## src/rtl/pipe_stage_hs.sv

```systemverilog
// Handshaked pipeline-stage register carrying instr/PC/next-PC select.
// Optional one-entry skid buffer: define PIPE_STAGE_SKID_EN.
module pipe_stage_hs #(
  parameter int          IW       = 32,
  parameter int          PCW      = 32,
  parameter int          SELW     = 3,
  parameter logic [PCW-1:0] PC_RESET = 32'h0000_3000,
  parameter int          CNT_W    = 16
) (
  input  logic             clk,
  input  logic             reset,
  input  logic             in_valid,
  output logic             in_ready,
  input  logic [IW-1:0]    in_instr,
  input  logic [PCW-1:0]   in_pc,
  input  logic [SELW-1:0]  in_sel,
  input  logic             flush,
  input  logic             kill,
  output logic             out_valid,
  input  logic             out_ready,
  output logic [IW-1:0]    out_instr,
  output logic [PCW-1:0]   out_pc,
  output logic [SELW-1:0]  out_sel,
  output logic [CNT_W-1:0] stall_cnt
);

  logic accept;
  logic stalled;

  assign stalled = out_valid & ~out_ready;

`ifdef PIPE_STAGE_SKID_EN
  logic            skid_valid;
  logic [IW-1:0]   skid_instr;
  logic [PCW-1:0]  skid_pc;
  logic [SELW-1:0] skid_sel;

  assign in_ready = ~skid_valid;
  assign accept   = in_valid & in_ready;

  always_ff @(posedge clk) begin
    if (reset || flush) begin
      out_valid  <= 1'b0;
      out_instr  <= '0;
      out_pc     <= PC_RESET;
      out_sel    <= '0;
      skid_valid <= 1'b0;
      skid_instr <= '0;
      skid_pc    <= PC_RESET;
      skid_sel   <= '0;
    end else if (stalled) begin
      // Main is stuck; a new beat parks in the skid entry.
      if (accept) begin
        skid_valid <= ~kill;
        skid_instr <= kill ? '0 : in_instr;
        skid_pc    <= kill ? PC_RESET : in_pc;
        skid_sel   <= kill ? '0 : in_sel;
      end
    end else if (skid_valid) begin
      out_valid  <= 1'b1;
      out_instr  <= skid_instr;
      out_pc     <= skid_pc;
      out_sel    <= skid_sel;
      skid_valid <= 1'b0;
    end else if (accept) begin
      out_valid <= ~kill;
      out_instr <= kill ? '0 : in_instr;
      out_pc    <= kill ? PC_RESET : in_pc;
      out_sel   <= kill ? '0 : in_sel;
    end else if (out_valid) begin
      out_valid <= 1'b0;
    end
  end
`else
  assign in_ready = ~out_valid | out_ready;
  assign accept   = in_valid & in_ready;

  always_ff @(posedge clk) begin
    if (reset || flush) begin
      out_valid <= 1'b0;
      out_instr <= '0;
      out_pc    <= PC_RESET;
      out_sel   <= '0;
    end else if (accept) begin
      out_valid <= ~kill;
      out_instr <= kill ? '0 : in_instr;
      out_pc    <= kill ? PC_RESET : in_pc;
      out_sel   <= kill ? '0 : in_sel;
    end else if (out_valid && out_ready) begin
      out_valid <= 1'b0;
    end
  end
`endif

  // Back-pressure counter survives flush so stalls can be profiled.
  always_ff @(posedge clk) begin
    if (reset) begin
      stall_cnt <= '0;
    end else if (stalled && !(&stall_cnt)) begin
      stall_cnt <= stall_cnt + 1'b1;
    end
  end

endmodule

```

## config.mk

```make
export PLATFORM = sky130hd
export DESIGN_NAME = pipe_stage_hs
export DESIGN_NICKNAME = d
export VERILOG_FILES = /design/src/rtl/pipe_stage_hs.sv
export SDC_FILE = /design/constraint.sdc
export NUM_CORES = 1
export LEC_CHECK = 0
export ABC_AREA = 1
export CORE_MARGIN = 1
export CORE_UTILIZATION = 42
export CTS_CLUSTER_SIZE = 30
export DETAILED_ROUTE_END_ITERATION = 12
export GPL_ROUTABILITY_DRIVEN = 0
export PLACE_DENSITY = 0.8
export SLEW_MARGIN = 20
export SYNTH_ARGS = -nofsm -noshare
export SYNTH_HDL_FRONTEND = slang
export SYNTH_SLANG_ARGS = --single-unit
```

## constraint.sdc

```tcl
create_clock -name clk -period 1.7 [get_ports clk]
set_input_delay 0.34 -clock clk [delete_from_list [all_inputs] [get_ports clk]]
set_output_delay 0.34 -clock clk [all_outputs]
set_load 0.01 [all_outputs]
```

# Word level (Yosys, flattened, before mapping)

Index checks and enable logic that the tools add are counted.

Flip-flop bits (word level): 84
Bits of input ports: 73
Output and inout port bits: 85
Logic and storage cells: 23

Add/sub/neg operators: 1
Multiplexer cells: 5
Bitwise operators: 6
Reduce and logical (&&, ||, !) cells: 6

Operators by type and width:

| operator              | count |
|---|---|
| $mux 32               | 2 |
| $add 16x1->16 const B | 1 |
| $reduce_and 16->1     | 1 |
| $mux 3                | 1 |
| $not 1->1             | 3 |
| $and 1x1->1           | 2 |
| $logic_and 1x1->1     | 2 |
| $mux 1                | 2 |
| $reduce_bool 2->1     | 1 |
| $logic_not 1->1       | 1 |
| $logic_or 1x1->1      | 1 |
| $or 1x1->1            | 1 |

# Depth between registers and ports, before layout

Gate-level depths: netlist of run 1.

Depth in word-level cells: 4
Gate-level depth with buffers: 10
Gate-level depth less buffers: 9

# Worst setup path before layout of run 1

Ideal clock, no wire load.

Path kind: register to register
Start: register stall_cnt[0]
End: register stall_cnt[15]
Library setup time: 0.115 ns
Arrival: 1.332 ns
Required time: 1.585 ns
Setup slack: 0.253 ns
Cell stages (with the launch flop): 8
Path buffers: 1
Clock period less this slack: 1.447 ns
Path through: dfxtp_1 > ha_1 > nand3_2 > nor2_2 > nand3_2 > buf_6 > a21oi_1 > nor2_1

Word-level cells in the longest chain between the ends: 3
Elaborated cells on any way between the ends: 4
Those cells by class: add/sub: 1; reduce/logical: 3

RTL lines:

| item                                                                  | line | source |
|---|---|---|
| start, declared                                                       | 24   | `output logic [CNT_W-1:0] stall_cnt` |
| start signal, assigned                                                | 100  | `stall_cnt <= stall_cnt + 1'b1;` |
| parallel branches: the longest is 3 deep, another holds $add 16x1->16 | n/a  |  |

Parallel ways; which one is timed is not known.
A chain may end at the register's enable or synchronous reset.

# Final worst setup path of run 1

Start: register stall_cnt[1]
End: output port stall_cnt[1]

No word-level cell between the ends.

==> out/qor.csv, run 1 <==
stage,metric,value,unit
finish,final instance area,5530,um2
clock_tree,clock latency on the worst-skew pair,350,ps
route,Routed Antenna Nets,0,
synthesis,Synth top cells by count,"127 x nand2_1, 84 x dfxtp_1, 40 x nand2_2, 39 x a21oi_2, 37 x a21oi_1",
floorplan,Die H,94.4,um
route,routed length on met2,4.61,mm
finish,layout cells sized above 1,22.7,%
route,vias,3478,
placed_design,PortBufs,157,
finish,FF/Latch Area,1700,um2
floorplan,Core Region,8260,um2
placed_design,"Cell Area, Placed",5310,um2
route,met3 wire len,615,um
floorplan,Initial Util,43.4,%
global_route,vias in the first global route,3242,
setup_path,CP Launch Type,register,
finish,area grow syn2layout,54.1,%
global_route,GRT overflow,0,
route,Met1 Wirelength,3.94,mm
timing,final setup vio count,0,
synthesis,Yosys cell types,28,
route,routed length per instance,13.2,um
synthesis,Syn Nets,520,
synthesis,syn avg cell area,8.04,um2
timing,Pins Over Slew Limit,0,
setup_path,Worst EP required,1360,ps
route,# DRC,0,
finish,Final nets,681,
floorplan,Rows,33,
global_route,initial antenna violation count,0,
setup_path,CP cell instances,clkdlybuf4s50_1,
setup_path,WS Path Type,reg -> out,
route,drt via density,4.85,
synthesis,register bit total from synthesis,84,
floorplan,DIE AREA,8910,um2
setup_path,Crit. End Element,output pin,
clock_tree,setup bufs post-CTS,0,
pwr,LEAKAGE,1.91,nW
synthesis,ys flop type,dfxtp_1,
timing,setup TNS,0,ps
worst_hold_path,class of the worst hold path,reg -> reg,
clock_tree,CTS tree,built,
synthesis,largest area contributor in the synthesized netlist,dfxtp_1,
route,1st-pass router iterations,4,
global_route,largest net degree at the start of global routing,66,
global_route,global-route usage over all layers,20.6,%
synthesis,Post-Syn Instances,446,
clock_tree,CTS Hold Buffers Added,0,
timing,Setup WS post-layout,50.3,ps
clock_tree,root buffer cell,clkbuf_8,
timing,Worst-Margin Slew,381,ps
clock_tree,clk sinks,84,
setup_path,signal arrival time at the worst endpoint,1310,ps
timing,relative slew slack,74.4,%
timing,Tmin final,1650,ps
setup_path,"Slowest-stage cell, CP",clkdlybuf4s50_1,
setup_path,crit-path leading delay family,buffers and inverters,
timing,Final Hold Fails,0,
synthesis,synth warn,0,
synthesis,sequential area share after synthesis,46.9,%
synthesis,Synth top area share,46.9,%
synthesis,Mapped Area,3580,um2
placed_design,pre-CTS WS,-109,ps
clock_tree,clock tree buffer depth,2,
placed_design,HPWL Detailed,6.81,mm
setup_path,CP bufs+invs,1,
synthesis,top post-synthesis cells by area,"dfxtp_1 47%, nand2_1 13%, a21oi_2 9.5%",
floorplan,IO Pins,158,
synthesis,asr flop ratio synth,0,%
finish,fillers,708,
timing,Clock Skew,11.8,ps
setup_path,largest stage delay on the critical path,580,ps
setup_path,Critical Path Fanout Max,4,
clock_tree,"Reg clk slew, reported paths",80,ps
synthesis,"count leader, synth",nand2_1,
pwr,P per Cell Area,698,nW/um2
route,max layer used,met4,
route,DRT Wirelength,9.44,mm
finish,multi-input logic area,1660,um2
route,violation count after the first detailed-route iteration,139,
timing,Achievable Freq,606,MHz
timing,RSZ-0062 raised after global routing,no,
pwr,Worst IR Drop VDD,0.553,mV
global_route,first-pass GRT wire length,14.5,mm
clock_tree,CTS H-tree depth,3,
floorplan,chip width,94.4,um
synthesis,Post-synth EDFFs,0,
finish,Antenna diodes,0,
run,maxcap violations,0,
timing,fin crit share,97.0,%
clock_tree,Inserted Clock Buffers,9,
run_status,status,"finished, final reports clean",
worst register-to-register path: stages, from the launching register on:
cell	delay, ps
dfxtp_1	390
ha_1	210
nand3_2	150
nor2_4	180
nand3_4	180
a21oi_1	210
nor2_1	80
state kept, by name, indices dropped and copies added (netlist names):
register,count
stall_cnt,16
out_valid,1
out_instr,32
out_sel,3
out_pc,32
through the flow:
| stage | hold slack (ps) | instances | utilization (%) | power, mW |
|---|---|---|---|---|
| 4_1_cts | 471 | 717 | 66.6 | 3.91 |
| 6_report | 469 | 717 | 66.9 | 3.86 |
| 3_3_place_gp | 452 | 701 | 64.3 | 2.57 |
| 5_1_grt | 492 | 717 | 66.9 | 4.02 |
| 3_5_place_dp | 458 | 701 | 64.3 | 2.58 |
| 2_1_floorplan | 412 | 446 | - | 2.28 |
where the power goes:
group,switching [mW],total [mW],internal [mW]
Clock,0.751,1.33,0.580
Combinational,0.221,0.509,0.288
Sequential,0.0186,2.02,2.00
Total,0.991,3.86,2.87
path summary, 6_finish.rpt:
kind | from | endpoint | slack, ps | depth (start not counted)
min reg2reg | out_instr[25] | out_instr[25] | 470 | 2
max | stall_cnt[1] | stall_cnt[1] | 50 | 1
min | out_instr[25] | out_instr[25] | 470 | 2
max reg2reg | stall_cnt[1] | stall_cnt[3] | 180 | 6
cells in the final DEF (no fill, tap or decap), types with 2 or more instances in the layout:
master           instances
clkbuf_8                10
nand2_1                127
dfxtp_2                 14
buf_12                   6
o21ai_0                  3
inv_4                    2
clkinvlp_4               3
nor2_2                   2
clkdlybuf4s50_1        156
o22ai_1                  2
nand2_4                  2
nand3_1                 14
nand4_1                  4
a21oi_2                 39
nand2_2                 40
nor3_1                   3
inv_2                    4
dfxtp_1                 70
a21oi_1                 37
buf_4                   10
inv_1                   15
nor2_1                  36
clkinv_4                 2
logic make-up (layout without fill, tap and decap cells):
family	after synthesis	after routing	synth area share [%]
AOI/OAI and AO/OA	83	83	15.8
adders and majority gates	1	1	0.349
buffers and inverters	44	210	7.16
DFF	84	84	46.9
and+or+nand+nor	234	234	29.8
what timing repair did:
item / CTS / global route
setup endpoints to repair: 6 / 16
resized for setup: 6 / 11
endpoints found under the hold margin: 0 / 0
pin swaps: 0 / 1
metal layers:
layer / up-vias / GRT usage (%)
met5: - / 0
met4: 0 / 9.87
met3: 21 / 4.99
met2: 119 / 35.1
met1: 1592 / 24.1
li1: 1746 / -
area by class of cell:
class / instances / share of cell area [%]
timing repair buffer: 173 / 32.0
sequential: 84 / 30.8
multi-input combinational: 318 / 30.0
clock buffer: 10 / 2.49
tap: 105 / 2.38
inverter: 21 / 1.52
clock inverter: 6 / 0.883
(Power assumes the default switching activity.)
==> run 2, diff against run 1 <==
TNS_END_PERCENT = 20   (was not set)
==> results of run 2 <==
Same layout as run 1: the final DEF is identical, and so are final timing and power.
